==> src/rtl/axis_frame_monitor.sv <==
// axis_frame_monitor
// Sink-side AXI4-Stream video frame checker. It accepts beats under a
// programmable tready mask. It checks the frame, line and beat structure
// against the configured geometry. It keeps sticky error flags and
// saturating frame and error counters, and it reports the XOR checksum
// of each completed frame.
module axis_frame_monitor #(
    parameter int unsigned T_DATA_WIDTH = 64,
    parameter int unsigned T_USER_WIDTH = 4,
    parameter int unsigned CNT_WIDTH    = 16,
    parameter int unsigned BP_WIDTH     = 8
) (
    input  logic                    aclk,
    input  logic                    aclk_reset,
    input  logic                    s_axis_tvalid,
    output logic                    s_axis_tready,
    input  logic [T_DATA_WIDTH-1:0] s_axis_tdata,
    input  logic                    s_axis_tlast,
    input  logic [T_USER_WIDTH-1:0] s_axis_tuser,
    input  logic                    cfg_enable,
    input  logic [CNT_WIDTH-1:0]    cfg_line_beats,
    input  logic [CNT_WIDTH-1:0]    cfg_lines,
    input  logic [BP_WIDTH-1:0]     cfg_bp_pattern,
    input  logic                    cfg_clear,
    output logic [CNT_WIDTH-1:0]    frame_count,
    output logic [CNT_WIDTH-1:0]    error_count,
    output logic [4:0]              err_flags,
    output logic [T_DATA_WIDTH-1:0] frame_checksum,
    output logic                    irq_frame_done,
    output logic                    busy
);

    localparam int unsigned BP_IDX_W = (BP_WIDTH > 1) ? $clog2(BP_WIDTH) : 1;

    localparam logic [0:0] ST_IDLE   = 1'b0;
    localparam logic [0:0] ST_ACTIVE = 1'b1;

    // Saturating increment for the per-line and per-frame position counters.
    function automatic logic [CNT_WIDTH-1:0] sat_inc(input logic [CNT_WIDTH-1:0] a);
        return (a == '1) ? a : a + CNT_WIDTH'(1);
    endfunction

    // Saturating add of a small amount. Up to two frames can close on one
    // edge: a mid-frame SOF that is also a single-beat EOF.
    function automatic logic [CNT_WIDTH-1:0] sat_add(input logic [CNT_WIDTH-1:0] a,
                                                    input logic [1:0]           n);
        logic [CNT_WIDTH:0] s;
        s = {1'b0, a} + {{(CNT_WIDTH-1){1'b0}}, n};
        return s[CNT_WIDTH] ? '1 : s[CNT_WIDTH-1:0];
    endfunction

    // Registered state
    logic [BP_IDX_W-1:0]     bp_idx_q, bp_idx_d;
    logic                    tready_q;
    logic [0:0]              state_q, state_d;
    logic [CNT_WIDTH-1:0]    beat_cnt_q, beat_cnt_d;
    logic [CNT_WIDTH-1:0]    line_cnt_q, line_cnt_d;
    logic                    frame_err_q, frame_err_d;
    logic [T_DATA_WIDTH-1:0] csum_q, csum_d;
    logic [T_DATA_WIDTH-1:0] frame_csum_q, frame_csum_d;
    logic [CNT_WIDTH-1:0]    frame_cnt_q, frame_cnt_d;
    logic [CNT_WIDTH-1:0]    err_cnt_q, err_cnt_d;
    logic [4:0]              err_flags_q, err_flags_d;
    logic                    irq_q, irq_d;

    // Per-beat working values
    logic                    accept;
    logic                    sof;
    logic                    eof;
    logic [CNT_WIDTH-1:0]    beats_w;
    logic [CNT_WIDTH-1:0]    lines_w;
    logic [CNT_WIDTH-1:0]    lines_incl;
    logic                    ferr_w;
    logic [T_DATA_WIDTH-1:0] run_csum;
    logic [1:0]              n_end;
    logic [1:0]              n_bad;

    // Only tuser[1:0] carry meaning; the rest of the bus is intentionally ignored.
    logic                    tuser_unused;
    assign tuser_unused = ^s_axis_tuser;

    assign accept = s_axis_tvalid & tready_q;
    assign sof    = s_axis_tuser[0];
    assign eof    = s_axis_tuser[1];

    // Backpressure phase: walks the pattern while enabled, parked at phase 0 otherwise
    always_comb begin
        bp_idx_d = bp_idx_q;
        if (!cfg_enable) begin
            bp_idx_d = '0;
        end else if (bp_idx_q == BP_IDX_W'(BP_WIDTH - 1)) begin
            bp_idx_d = '0;
        end else begin
            bp_idx_d = bp_idx_q + BP_IDX_W'(1);
        end
    end

    // Backpressure phase register and registered tready
    always_ff @(posedge aclk) begin
        if (aclk_reset) begin
            bp_idx_q <= '0;
            tready_q <= 1'b0;
        end else begin
            bp_idx_q <= bp_idx_d;
            tready_q <= cfg_enable & cfg_bp_pattern[bp_idx_q];
        end
    end

    // Frame tracking: structure checks, checksum, counters and flags for one accepted beat
    always_comb begin
        state_d      = state_q;
        beat_cnt_d   = beat_cnt_q;
        line_cnt_d   = line_cnt_q;
        frame_err_d  = frame_err_q;
        csum_d       = csum_q;
        frame_csum_d = frame_csum_q;
        frame_cnt_d  = frame_cnt_q;
        err_cnt_d    = err_cnt_q;
        err_flags_d  = err_flags_q;
        irq_d        = 1'b0;
        beats_w      = '0;
        lines_w      = '0;
        lines_incl   = '0;
        ferr_w       = 1'b0;
        run_csum     = '0;
        n_end        = '0;
        n_bad        = '0;

        if (accept) begin
            if ((state_q == ST_IDLE) && !sof) begin
                // Stray beat outside any frame: flag it and drop it.
                err_flags_d[0] = 1'b1;
            end else begin
                if ((state_q == ST_ACTIVE) && !sof) begin
                    beats_w  = sat_inc(beat_cnt_q);
                    lines_w  = line_cnt_q;
                    ferr_w   = frame_err_q;
                    run_csum = csum_q ^ s_axis_tdata;
                end else begin
                    if (state_q == ST_ACTIVE) begin
                        // SOF inside a frame: close the old frame as errored.
                        err_flags_d[4] = 1'b1;
                        frame_csum_d   = csum_q;
                        n_end          = 2'd1;
                        n_bad          = 2'd1;
                    end
                    // This beat is the first beat of a new frame.
                    beats_w  = CNT_WIDTH'(1);
                    lines_w  = '0;
                    ferr_w   = 1'b0;
                    run_csum = s_axis_tdata;
                end

                lines_incl = sat_inc(lines_w);

                if (s_axis_tlast) begin
                    if (beats_w != cfg_line_beats) begin
                        err_flags_d[1] = 1'b1;
                        ferr_w         = 1'b1;
                    end
                    beat_cnt_d = '0;
                    line_cnt_d = lines_incl;
                end else begin
                    beat_cnt_d = beats_w;
                    line_cnt_d = lines_w;
                end

                if (eof) begin
                    if (lines_incl != cfg_lines) begin
                        err_flags_d[2] = 1'b1;
                        ferr_w         = 1'b1;
                    end
                    if (!s_axis_tlast) begin
                        err_flags_d[3] = 1'b1;
                        ferr_w         = 1'b1;
                    end
                    frame_csum_d = run_csum;
                    n_end        = n_end + 2'd1;
                    n_bad        = n_bad + {1'b0, ferr_w};
                    state_d      = ST_IDLE;
                    beat_cnt_d   = '0;
                    line_cnt_d   = '0;
                    frame_err_d  = 1'b0;
                    csum_d       = run_csum;
                end else begin
                    state_d     = ST_ACTIVE;
                    frame_err_d = ferr_w;
                    csum_d      = run_csum;
                end
            end
        end

        if (n_end != 2'd0) begin
            irq_d = 1'b1;
        end
        frame_cnt_d = sat_add(frame_cnt_q, n_end);
        err_cnt_d   = sat_add(err_cnt_q, n_bad);

        // A clear on the same edge as an increment leaves the counters at zero.
        if (cfg_clear) begin
            err_flags_d = '0;
            frame_cnt_d = '0;
            err_cnt_d   = '0;
        end
    end

    // Frame tracking state registers
    always_ff @(posedge aclk) begin
        if (aclk_reset) begin
            state_q      <= ST_IDLE;
            beat_cnt_q   <= '0;
            line_cnt_q   <= '0;
            frame_err_q  <= 1'b0;
            csum_q       <= '0;
            frame_csum_q <= '0;
            frame_cnt_q  <= '0;
            err_cnt_q    <= '0;
            err_flags_q  <= '0;
            irq_q        <= 1'b0;
        end else begin
            state_q      <= state_d;
            beat_cnt_q   <= beat_cnt_d;
            line_cnt_q   <= line_cnt_d;
            frame_err_q  <= frame_err_d;
            csum_q       <= csum_d;
            frame_csum_q <= frame_csum_d;
            frame_cnt_q  <= frame_cnt_d;
            err_cnt_q    <= err_cnt_d;
            err_flags_q  <= err_flags_d;
            irq_q        <= irq_d;
        end
    end

    assign s_axis_tready  = tready_q;
    assign frame_count    = frame_cnt_q;
    assign error_count    = err_cnt_q;
    assign err_flags      = err_flags_q;
    assign frame_checksum = frame_csum_q;
    assign irq_frame_done = irq_q;
    assign busy           = (state_q == ST_ACTIVE);

endmodule

==> config.mk <==
export PLATFORM = sky130hd
export DESIGN_NAME = axis_frame_monitor
export DESIGN_NICKNAME = d
export VERILOG_FILES = /design/src/rtl/axis_frame_monitor.sv
export SDC_FILE = /design/constraint.sdc
export NUM_CORES = 1
export LEC_CHECK = 0
export CORE_MARGIN = 2
export CORE_UTILIZATION = 57
export CTS_CLUSTER_SIZE = 10
export DETAILED_ROUTE_END_ITERATION = 7
export PLACE_DENSITY_LB_ADDON = 0.3
export SYNTH_ARGS = -nofsm -noshare
export SYNTH_HDL_FRONTEND = slang
export SYNTH_SLANG_ARGS = --single-unit
==> constraint.sdc <==
create_clock -name aclk -period 20.6 [get_ports aclk]
set_input_delay 4.12 -clock aclk [delete_from_list [all_inputs] [get_ports aclk]]
set_output_delay 4.12 -clock aclk [all_outputs]
set_load 0.05 [all_outputs]
### Yosys cells after proc, flatten, opt, wreduce, memory -nomap -nowiden

Cells that the tools add are included.

| word-level totals | value |
|---|---|
| word-level logic and storage cells | 93 |
| register bits after elaboration | 204 |

| operators by class | value |
|---|---|
| magnitude comparators | 1 |
| eq/ne operators | 6 |
| reductions and logical operators | 14 |
| multiplexer cells | 41 |
| add/sub/neg operators | 7 |
| bitwise logic cells | 8 |

Operator list:

| operator | number |
|---|---|
| 64-bit two-way mux | 4 |
| 16-bit two-way mux | 14 |
| 64-bit XOR | 1 |
| 16-bit by 2-bit adder with 17-bit output | 2 |
| 16-bit by 1-bit adder with 16-bit output (second input constant) | 2 |
| 16-bit == test (second input constant) | 2 |
| 16-bit inequality test | 2 |
| 4-bit AND reduction | 5 |
| 2-bit two-way mux | 8 |
| 1-bit two-way mux | 14 |
| 1-bit NOT | 5 |
| 3-bit by 4-bit less-than comparator with 1-bit output (second input constant) | 1 |
| 2-bit AND reduction | 2 |
| 2-bit nonzero test | 2 |
| 3-bit by 1-bit adder with 3-bit output (second input constant) | 1 |
| 1-bit binary-select mux with 3-bit select | 1 |
| 3-bit == test (second input constant) | 1 |
| 3-bit OR reduction | 1 |
| 2-bit by 1-bit adder with 2-bit output | 1 |
| 2-bit by 1-bit adder with 2-bit output (second input constant) | 1 |
| 1-bit bitwise AND | 2 |
| 1-bit logical AND | 2 |
| 2-bit inequality test (second input constant) | 1 |
| 2-bit OR reduction | 1 |
| 1-bit zero test | 1 |

### Longest topological paths before layout

Gate-level depths: netlist (run 1).

| logic depth | value |
|---|---|
| word-level depth | 19 |
| gate-level depth with buffers | 32 |

### Least setup slack after synthesis (run 1)

No wires, ideal clock.

| timing | value |
|---|---|
| path type | input -> register |
| start point | in s_axis_tuser[0] |
| end point | reg err_cnt_q[10] (netlist: error_count[10]) |
| required time | 20.530 ns |
| stages | 32 |
| data arrival time | 10.427 ns |
| buffers on the path | 9 |
| slack | 10.103 ns |
| path through | clkbuf_1 nor2b_1 buf_2 clkbuf_1 clkbuf_1 clkbuf_1 clkbuf_1 and2_1 ha_1 buf_4 nand4_2 or3_1 buf_2 o311a_1 or3_1 a22oi_1 nand4_1 nor4_1 nand3_1 ha_1 inv_1 a21oi_1 ha_1 inv_1 fa_1 nor2_1 and3_1 and3_1 nand2_1 or3_1 clkbuf_1 a21oi_1 |

| on the way | value |
|---|---|
| word-level cells in the longest chain between the ends | 19 |

Ends and longest elaborated chain:

| element | line | text |
|---|---|---|
| start: declaration | 19 | `input logic [T_USER_WIDTH-1:0] s_axis_tuser,` |
| 1-bit zero test (*) | 130, 134 |  |
| 1-bit logical AND | 134 | `if ((state_q == ST_ACTIVE) && !sof) begin` |
| 16-bit two-way mux | 134 |  |
| 16-bit two-way mux | 130 | `if ((state_q == ST_IDLE) && !sof) begin` |
| 16-bit two-way mux | 129 | `if (accept) begin` |
| 16-bit by 1-bit adder with 16-bit output (tied with other cells) | 40 | `return (a == '1) ? a : a + CNT_WIDTH'(1);` |
| 16-bit two-way mux / 1-bit two-way mux (equally long branches) | 40, 157 |  |
| 16-bit inequality test / 1-bit two-way mux (equally long branches) | 169, 156 |  |
| [3 not listed] | - |  |
| 1-bit two-way mux | 130 |  |
| 1-bit two-way mux | 129 |  |
| 2-bit by 1-bit adder with 2-bit output | 179 | `n_bad = n_bad + {1'b0, ferr_w};` |
| 2-bit two-way mux | 168 | `if (eof) begin` |
| 2-bit two-way mux (*) | 130 |  |
| 2-bit two-way mux (*) | 129 |  |
| 16-bit by 2-bit adder with 17-bit output (*) | 48 | `s = {1'b0, a} + {{(CNT_WIDTH-1){1'b0}}, n};` |
| 16-bit two-way mux (*) | 49 | `return s[CNT_WIDTH] ? '1 : s[CNT_WIDTH-1:0];` |
| end signal: assignment | 228 | `err_cnt_q <= err_cnt_d;` |
| end: declaration | 62 | `logic [CNT_WIDTH-1:0] err_cnt_q, err_cnt_d;` |

Mark *: on every way between the ends. The rest lies on a longest branch, timed or not. The select of a mux whose other input is x is not followed.
A chain may end at the register's enable or synchronous reset.

### Final worst setup path (run 1)

| timing | value |
|---|---|
| start point | in s_axis_tuser[0] |
| end point | reg err_cnt_q[1] (netlist: error_count[1]) |

The elaborated chain is that of the path after synthesis.

==> run_results.csv, run 1 <==
group,metric,value,unit
placement,dp_hpwl,20.4,mm
detailed_routing,wirelength,32.1,mm
critical_path,r2r_slack,13.50,ns
logic_synthesis,ys_seq_area_frac,0.356,
logic_synthesis,syn_area,0.0115,mm²
final_layout,layout_common_cells,"clkdlybuf4s50_1 (213), nor2_1 (207), dfxtp_1 (204), a21oi_1 (200), o21ai_0 (164)",
final_layout,syn2layout_area_growth,23.5,%
sta,rsz0062_at_grt,"false",
die,dieArea,0.0213,mm²
die,io_pins,218,
detailed_routing,vias,12103,
global_route,grt_use_total,0.283,
sta,timing.final.crit_share,0.518,
cts,ctsHoldBuffers,0,
cts,clkTransAtPathRegs,0.05,ns
worst_hold_path,hp-class,"reg -> reg",
sta,setup_viol,0,
power,seq_power_share,0.475,
cts,cts_root_buf,"clkbuf_16",
critical_path,critPathMaxFanout,119,
sta,fmax,93.6,MHz
power,sw_frac_of_total,0.235,
power,power.density,59.5,mW/mm²
critical_path,rr_endpoint,"error_count[1]",
die,fp.dieH,146,µm
detailed_routing,antenna_left,0,
placement,gp_congestion,0.941,
power,power.leakage,4.39,nW
power,intPower,0.645,mW
power,irDropWorstVdd,0.0652,mV
worst_hold_path,hold_end,"err_flags[2]",
final_layout,layout.nets,1796,
die,coreArea,0.0196,mm²
global_route,antenna_found_initial,1,
detailed_routing,dr.pass1.iters,7,
final_layout,drive_above_1_share,0.0311,
critical_path,r2r_cells,22,
logic_synthesis,yosys_warnings,0,
die,start_util,0.586,
critical_path,path_class,"in -> reg",
logic_synthesis,synth_area_per_cell,7.38,µm²
critical_path,critPathRequiredTime,21.03,ns
critical_path,endpoint_kind,"flop",
sta,finalClockSkew,0.0131,ns
flow_run,cap_violations,0,
cts,clk-insertion-delay-late,0.51,ns
cts,clockBufferDepth,3,
sta,fin_hold_ws,0.473,ns
critical_path,r2r_start,"busy",
logic_synthesis,synth_edf_count,0,
cts,h-tree-depth,1,
cts,cts-buffers-inserted,24,
final_layout,final_core_util,0.723,
logic_synthesis,async_flop_share,0,
sta,final_hold_viol_count,0,
global_route,grt_pass1_wl,52.1,mm
die,core.rowCount,51,
die,die_w,146,µm
sta,finalCriticalPeriod,10.68,ns
run_status,status,"finished, final reports clean",
sta,max_slew_margin,0.270,
logic_synthesis,ys_seq_elements,204,
critical_path,critPathLaunchType,"input port",
final_layout,final_common_cell,"clkdlybuf4s50_1",
sta,max_slew.worst_pin.slew,1.10,ns
logic_synthesis,synth_cell_types,64,
global_route,grt_max_degree,120,
cts,cts_setup_buffers,0,
sta,slew_violations,0,
logic_synthesis,synth_nets,1680,
critical_path,crit_arrival,11.11,ns
cts,cts-resized-gates,0,
logic_synthesis,synthCells,1554,
power,p_sw,0.198,mW
detailed_routing,post_drt_wl_per_cell,16.6,µm
global_route,grt_pass1_vias,10695,
worst_hold_path,min-delay-start,"err_flags[2]",
detailed_routing,drt-initial-drc-count,1083,
sta,final.setup.tns,0,ns
power,total_power,0.842,mW
logic_synthesis,ys.flop_type,"dfxtp_1",
global_route,grt.overflow.total,0,
detailed_routing,drc,0,
cts,cts_tree,"done",
cts,cts_sinks,204,
detailed_routing,vias_per_cell,6.25,
final_layout,antennaDiodeCount,0,
worst_hold_path,min_path_cells,2,
power,p_clk_frac,0.437,
placement,port_buffers,215,
power,power_frac_comb,0.088,
layer usage:
metal	wire length, µm	global-route usage	vias to the layer above	share of wire
li1	-	-	5914	-
met1	13500	0.376	5640	0.42
met2	14700	0.455	483	0.46
met3	3050	0.0715	64	0.095
met4	827	0.0833	2	0.026
met5	13	0	-	0.00041
kinds of logic (layout without fill, tap and decap cells):
| group | after synthesis | in the layout | share of synthesized area |
|---|---|---|---|
| simple gates | 562 | 562 | 0.228 |
| compound gates | 550 | 550 | 0.290 |
| flops | 204 | 204 | 0.356 |
| buf+inv | 153 | 272 | 0.0523 |
| xor+xnor | 52 | 52 | 0.0397 |
| mux | 20 | 20 | 0.0197 |
| fa+ha+maj | 13 | 13 | 0.0153 |
power groups by stage:
stage	combinational [mW]	clock [mW]	sequential [mW]
2_1_floorplan	0.0335	0	0.411
3_3_place_gp	0.0707	0	0.409
3_5_place_dp	0.0723	0	0.409
4_1_cts	0.0729	0.374	0.400
5_1_grt	0.0798	0.390	0.401
6_report	0.0737	0.368	0.400
Yosys cell counts, drive strengths merged (3+ instances only):
master  instances  area [µm²]
nor4           17         113
mux2i          17         170
nor2          207         777
buf            21         104
or4            10        75.1
and2           13        81.3
a41oi           3        26.3
o21a            4        30.0
nand4          23         150
a211oi         70         526
dfxtp         204        4080
nand2b          8        50.1
nor3           20         100
a21o            4        30.0
and3            6        37.5
o21ai         165         826
nand3          91         455
a22oi           4        30.0
a32oi          69         604
ha             10         125
or3            10        62.6
nor3b           3        22.5
xnor2          33         289
a31oi           5        31.3
nor2b           6        37.5
nand2         128         480
and4            3        26.3
or2             3        18.8
a21oi         200        1000
xor2           19         166
clkbuf        113         425
nand3b          6        48.8
inv            19        71.3
a311oi          3        26.3
o211ai          6        45.0
worst max-delay path: stages:
cell	delay (ns)
clkdlybuf4s50_1	0.69
nor2b_4	0.25
buf_4	0.83
buf_4	0.96
a21oi_1	0.16
a31oi_1	0.21
nand3_1	0.12
nor4_1	0.29
nand3_1	0.14
nor4_1	0.39
nand3_1	0.19
ha_1	0.32
inv_1	0.04
a21oi_1	0.17
ha_1	0.19
inv_1	0.05
fa_1	0.40
nor2_1	0.17
and3_1	0.21
and3_1	0.21
nand2_1	0.10
or3_1	0.59
a21oi_1	0.21
registers in the layout, indices dropped and copies added (netlist names):
register and count:
csum_q 64, frame_checksum 64, beat_cnt_q 16, error_count 16, frame_count 16, line_cnt_q 16
err_flags 5, bp_idx_q 3, busy 1, frame_err_q 1, irq_frame_done 1, s_axis_tready 1
cell type report:
type	instances	area (µm²)
clock buffers	28	636
well taps	265	332
clock inverters	1	16.3
flip-flops and latches	204	4080
multi-input cells	1197	6820
repair buffers	224	2210
inverters	19	71.3
fillers	1559	5420
per-stage QoR:
| step | cell area (µm²) | worst slack [ns] | cells |
|---|---|---|---|
| global placement | 13500 | 9.61 | 1909 |
| finish | 14200 | 9.92 | 1938 |
| detailed placement | 13500 | 9.53 | 1909 |
| global route | 14200 | 9.38 | 1938 |
| CTS | 14200 | 10.02 | 1938 |
| floorplan | 11500 | 10.10 | 1554 |
how the worst max path moves through the flow:
stage / startpoint / end / cells past startpoint
final: s_axis_tuser[0] / error_count[1] / 23
after global routing: s_axis_tuser[0] / error_count[10] / 23
after CTS: s_axis_tuser[0] / error_count[0] / 23
after detailed placement: s_axis_tuser[0] / error_count[0] / 23
after global placement: s_axis_tuser[0] / error_count[0] / 23
after floorplan: s_axis_tuser[0] / error_count[10] / 32
Note: power is estimated with default switching activity, not from simulation.
==> run 2, diff against run 1 <==
--- a/config.mk
+++ b/config.mk
@@ -6,7 +6,7 @@
 export NUM_CORES = 1
 export LEC_CHECK = 0
 export CORE_MARGIN = 2
-export CORE_UTILIZATION = 57
+export CORE_UTILIZATION = 48
 export CTS_CLUSTER_SIZE = 10
 export DETAILED_ROUTE_END_ITERATION = 7
 export PLACE_DENSITY_LB_ADDON = 0.3
==> constraint.sdc (replaced) <==
create_clock -name aclk -period 9.7 [get_ports aclk]
set_input_delay 1.94 -clock aclk [delete_from_list [all_inputs] [get_ports aclk]]
set_output_delay 1.94 -clock aclk [all_outputs]
set_load 0.05 [all_outputs]
==> run_results.csv, run 2 (synthesis results as in run 1) <==
group,metric,value,unit
placement,dpl.cell_count,1964,
sta,finalCriticalPeriod,8.13,ns
sta,finalClockSkew,0.00563,ns
placement,pre_cts_ws,1.20,ns
cts,cts_root_buf,"clkbuf_16",
worst_hold_path,hold_end,"err_flags[2]",
die,dieArea,0.0252,mm²
final_layout,syn2layout_area_growth,24.6,%
cts,clkTransAtPathRegs,0.05,ns
power,p_clk_frac,0.454,
sta,final_hold_viol_count,0,
worst_hold_path,hp-class,"reg -> reg",
flow_run,cap_violations,0,
final_layout,antennaDiodeCount,0,
sta,slew_violations,0,
worst_hold_path,min-delay-start,"err_flags[2]",
sta,max_slew_margin,0.248,
global_route,grt_max_degree,234,
cts,clockBufferDepth,3,
die,die_w,159,µm
final_layout,final_common_cell,"clkdlybuf4s50_1",
detailed_routing,vias,11906,
cts,ctsHoldBuffers,0,
global_route,antenna_found_initial,0,
global_route,grt_pass1_vias,10384,
critical_path,r2r_slack,3.06,ns
power,seq_power_share,0.461,
placement,gp_congestion,0.942,
worst_hold_path,min_path_cells,2,
placement,port_buffers,215,
placement,dp_hpwl,20.7,mm
power,intPower,1.41,mW
sta,rsz0062_at_grt,"false",
global_route,grt.overflow.total,0,
global_route,grt_pass1_wl,52.0,mm
sta,fmax,123,MHz
critical_path,endpoint_kind,"flop",
power,power.density,129,mW/mm²
power,p_sw,0.436,mW
cts,clk-insertion-delay-late,0.51,ns
die,coreArea,0.0235,mm²
sta,setup_viol,0,
cts,cts_setup_buffers,0,
detailed_routing,dr.pass1.iters,7,
run_status,status,"finished, final reports clean",
power,power.leakage,4.41,nW
sta,fin_hold_ws,0.457,ns
die,core.rowCount,56,
critical_path,r2r_cells,23,
cts,h-tree-depth,1,
power,power_frac_comb,0.085,
detailed_routing,vias_per_cell,5.96,
final_layout,finalNonFillerCells,1997,
die,io_pins,218,
cts,cts_sinks,204,
critical_path,r2r_start,"busy",
power,total_power,1.84,mW
cts,cts-resized-gates,0,
cts,cts-buffers-inserted,25,
final_layout,layout_common_cells,"clkdlybuf4s50_1 (213), nor2_1 (207), dfxtp_1 (204), a21oi_1 (200), o21ai_0 (165)",
sta,timing.final.crit_share,0.839,
detailed_routing,post_drt_wl_per_cell,16.4,µm
critical_path,critPathLaunchType,"input port",
detailed_routing,wirelength,32.8,mm
critical_path,crit_arrival,8.56,ns
final_layout,drive_above_1_share,0.0322,
die,start_util,0.489,
power,sw_frac_of_total,0.236,
final_layout,layout.nets,1798,
cts,cts_tree,"done",
critical_path,critPathMaxFanout,13,
global_route,grt_use_total,0.248,
power,irDropWorstVdd,0.140,mV
critical_path,rr_endpoint,"error_count[7]",
critical_path,path_class,"in -> reg",
sta,final.setup.tns,0,ns
detailed_routing,drt-initial-drc-count,984,
detailed_routing,drc,0,
sta,setup_slack,1.57,ns
die,fp.dieH,159,µm
detailed_routing,antenna_left,0,
critical_path,critPathRequiredTime,10.13,ns
sta,max_slew.worst_pin.slew,1.13,ns
==> run 2: critical path, cell delays in order <==
cell and delay [ns]:
clkdlybuf4s50_1 0.70, nand3b_1 0.37, inv_1 0.10, ha_1 0.34, nand4_2 0.22, nor4_1 0.84, nor3_1 0.21, xnor2_1 0.20
nor4_1 0.21, nand3_1 0.19, nor4_1 0.33, nand3_1 0.18, ha_1 0.32, inv_1 0.04, a21oi_1 0.18, ha_1 0.21
inv_1 0.06, fa_1 0.40, nor2_1 0.17, and3_1 0.21, and3_1 0.22, nand2_1 0.10, or3_1 0.60, a21oi_1 0.22
==> run 2: worst max path at each step <==
stage,start,end,slack (ns),cells past startpoint
after floorplan,s_axis_tuser[0],error_count[10],1.38,32
after global placement,s_axis_tuser[0],error_count[0],1.29,24
after detailed placement,s_axis_tuser[0],error_count[9],1.20,24
after CTS,s_axis_tuser[0],error_count[9],1.71,24
after global routing,s_axis_tuser[0],error_count[11],1.31,24
final,s_axis_tuser[0],error_count[7],1.57,24
==> run 2: power groups by stage <==
stage / registers (mW) / clock network [mW] / logic (mW)
final: 0.850 / 0.838 / 0.157
after global routing: 0.851 / 0.888 / 0.171
after CTS: 0.850 / 0.857 / 0.156
after detailed placement: 0.868 / 0 / 0.155
after global placement: 0.868 / 0 / 0.152
after floorplan: 0.872 / 0 / 0.0711
==> run 2: cell type report <==
cell class | count | area (µm²)
clock buffers | 31 | 658
flip-flops and latches | 204 | 4080
repair buffers | 225 | 2230
inverters | 19 | 71.3
clock inverters | 2 | 37.5
well taps | 319 | 399
multi-input cells | 1197 | 6820
fillers | 2101 | 9170
==> run 2: per-stage QoR <==
| stage | area, µm² | util |
|---|---|---|
| after floorplan | 11500 | - |
| after global placement | 13600 | 0.580 |
| after detailed placement | 13600 | 0.580 |
| after CTS | 14300 | 0.609 |
| after global routing | 14300 | 0.609 |
| final | 14300 | 0.609 |
==> run 2: routing by layer <==
layer | global-route usage | share of wire | routed length, µm | vias up
li1 | - | - | - | 5935
met4 | 0.0644 | 0.021 | 697 | 0
met3 | 0.0479 | 0.069 | 2270 | 45
met2 | 0.406 | 0.46 | 15200 | 361
met5 | 0 | 0 | 0 | -
met1 | 0.335 | 0.45 | 14700 | 5565
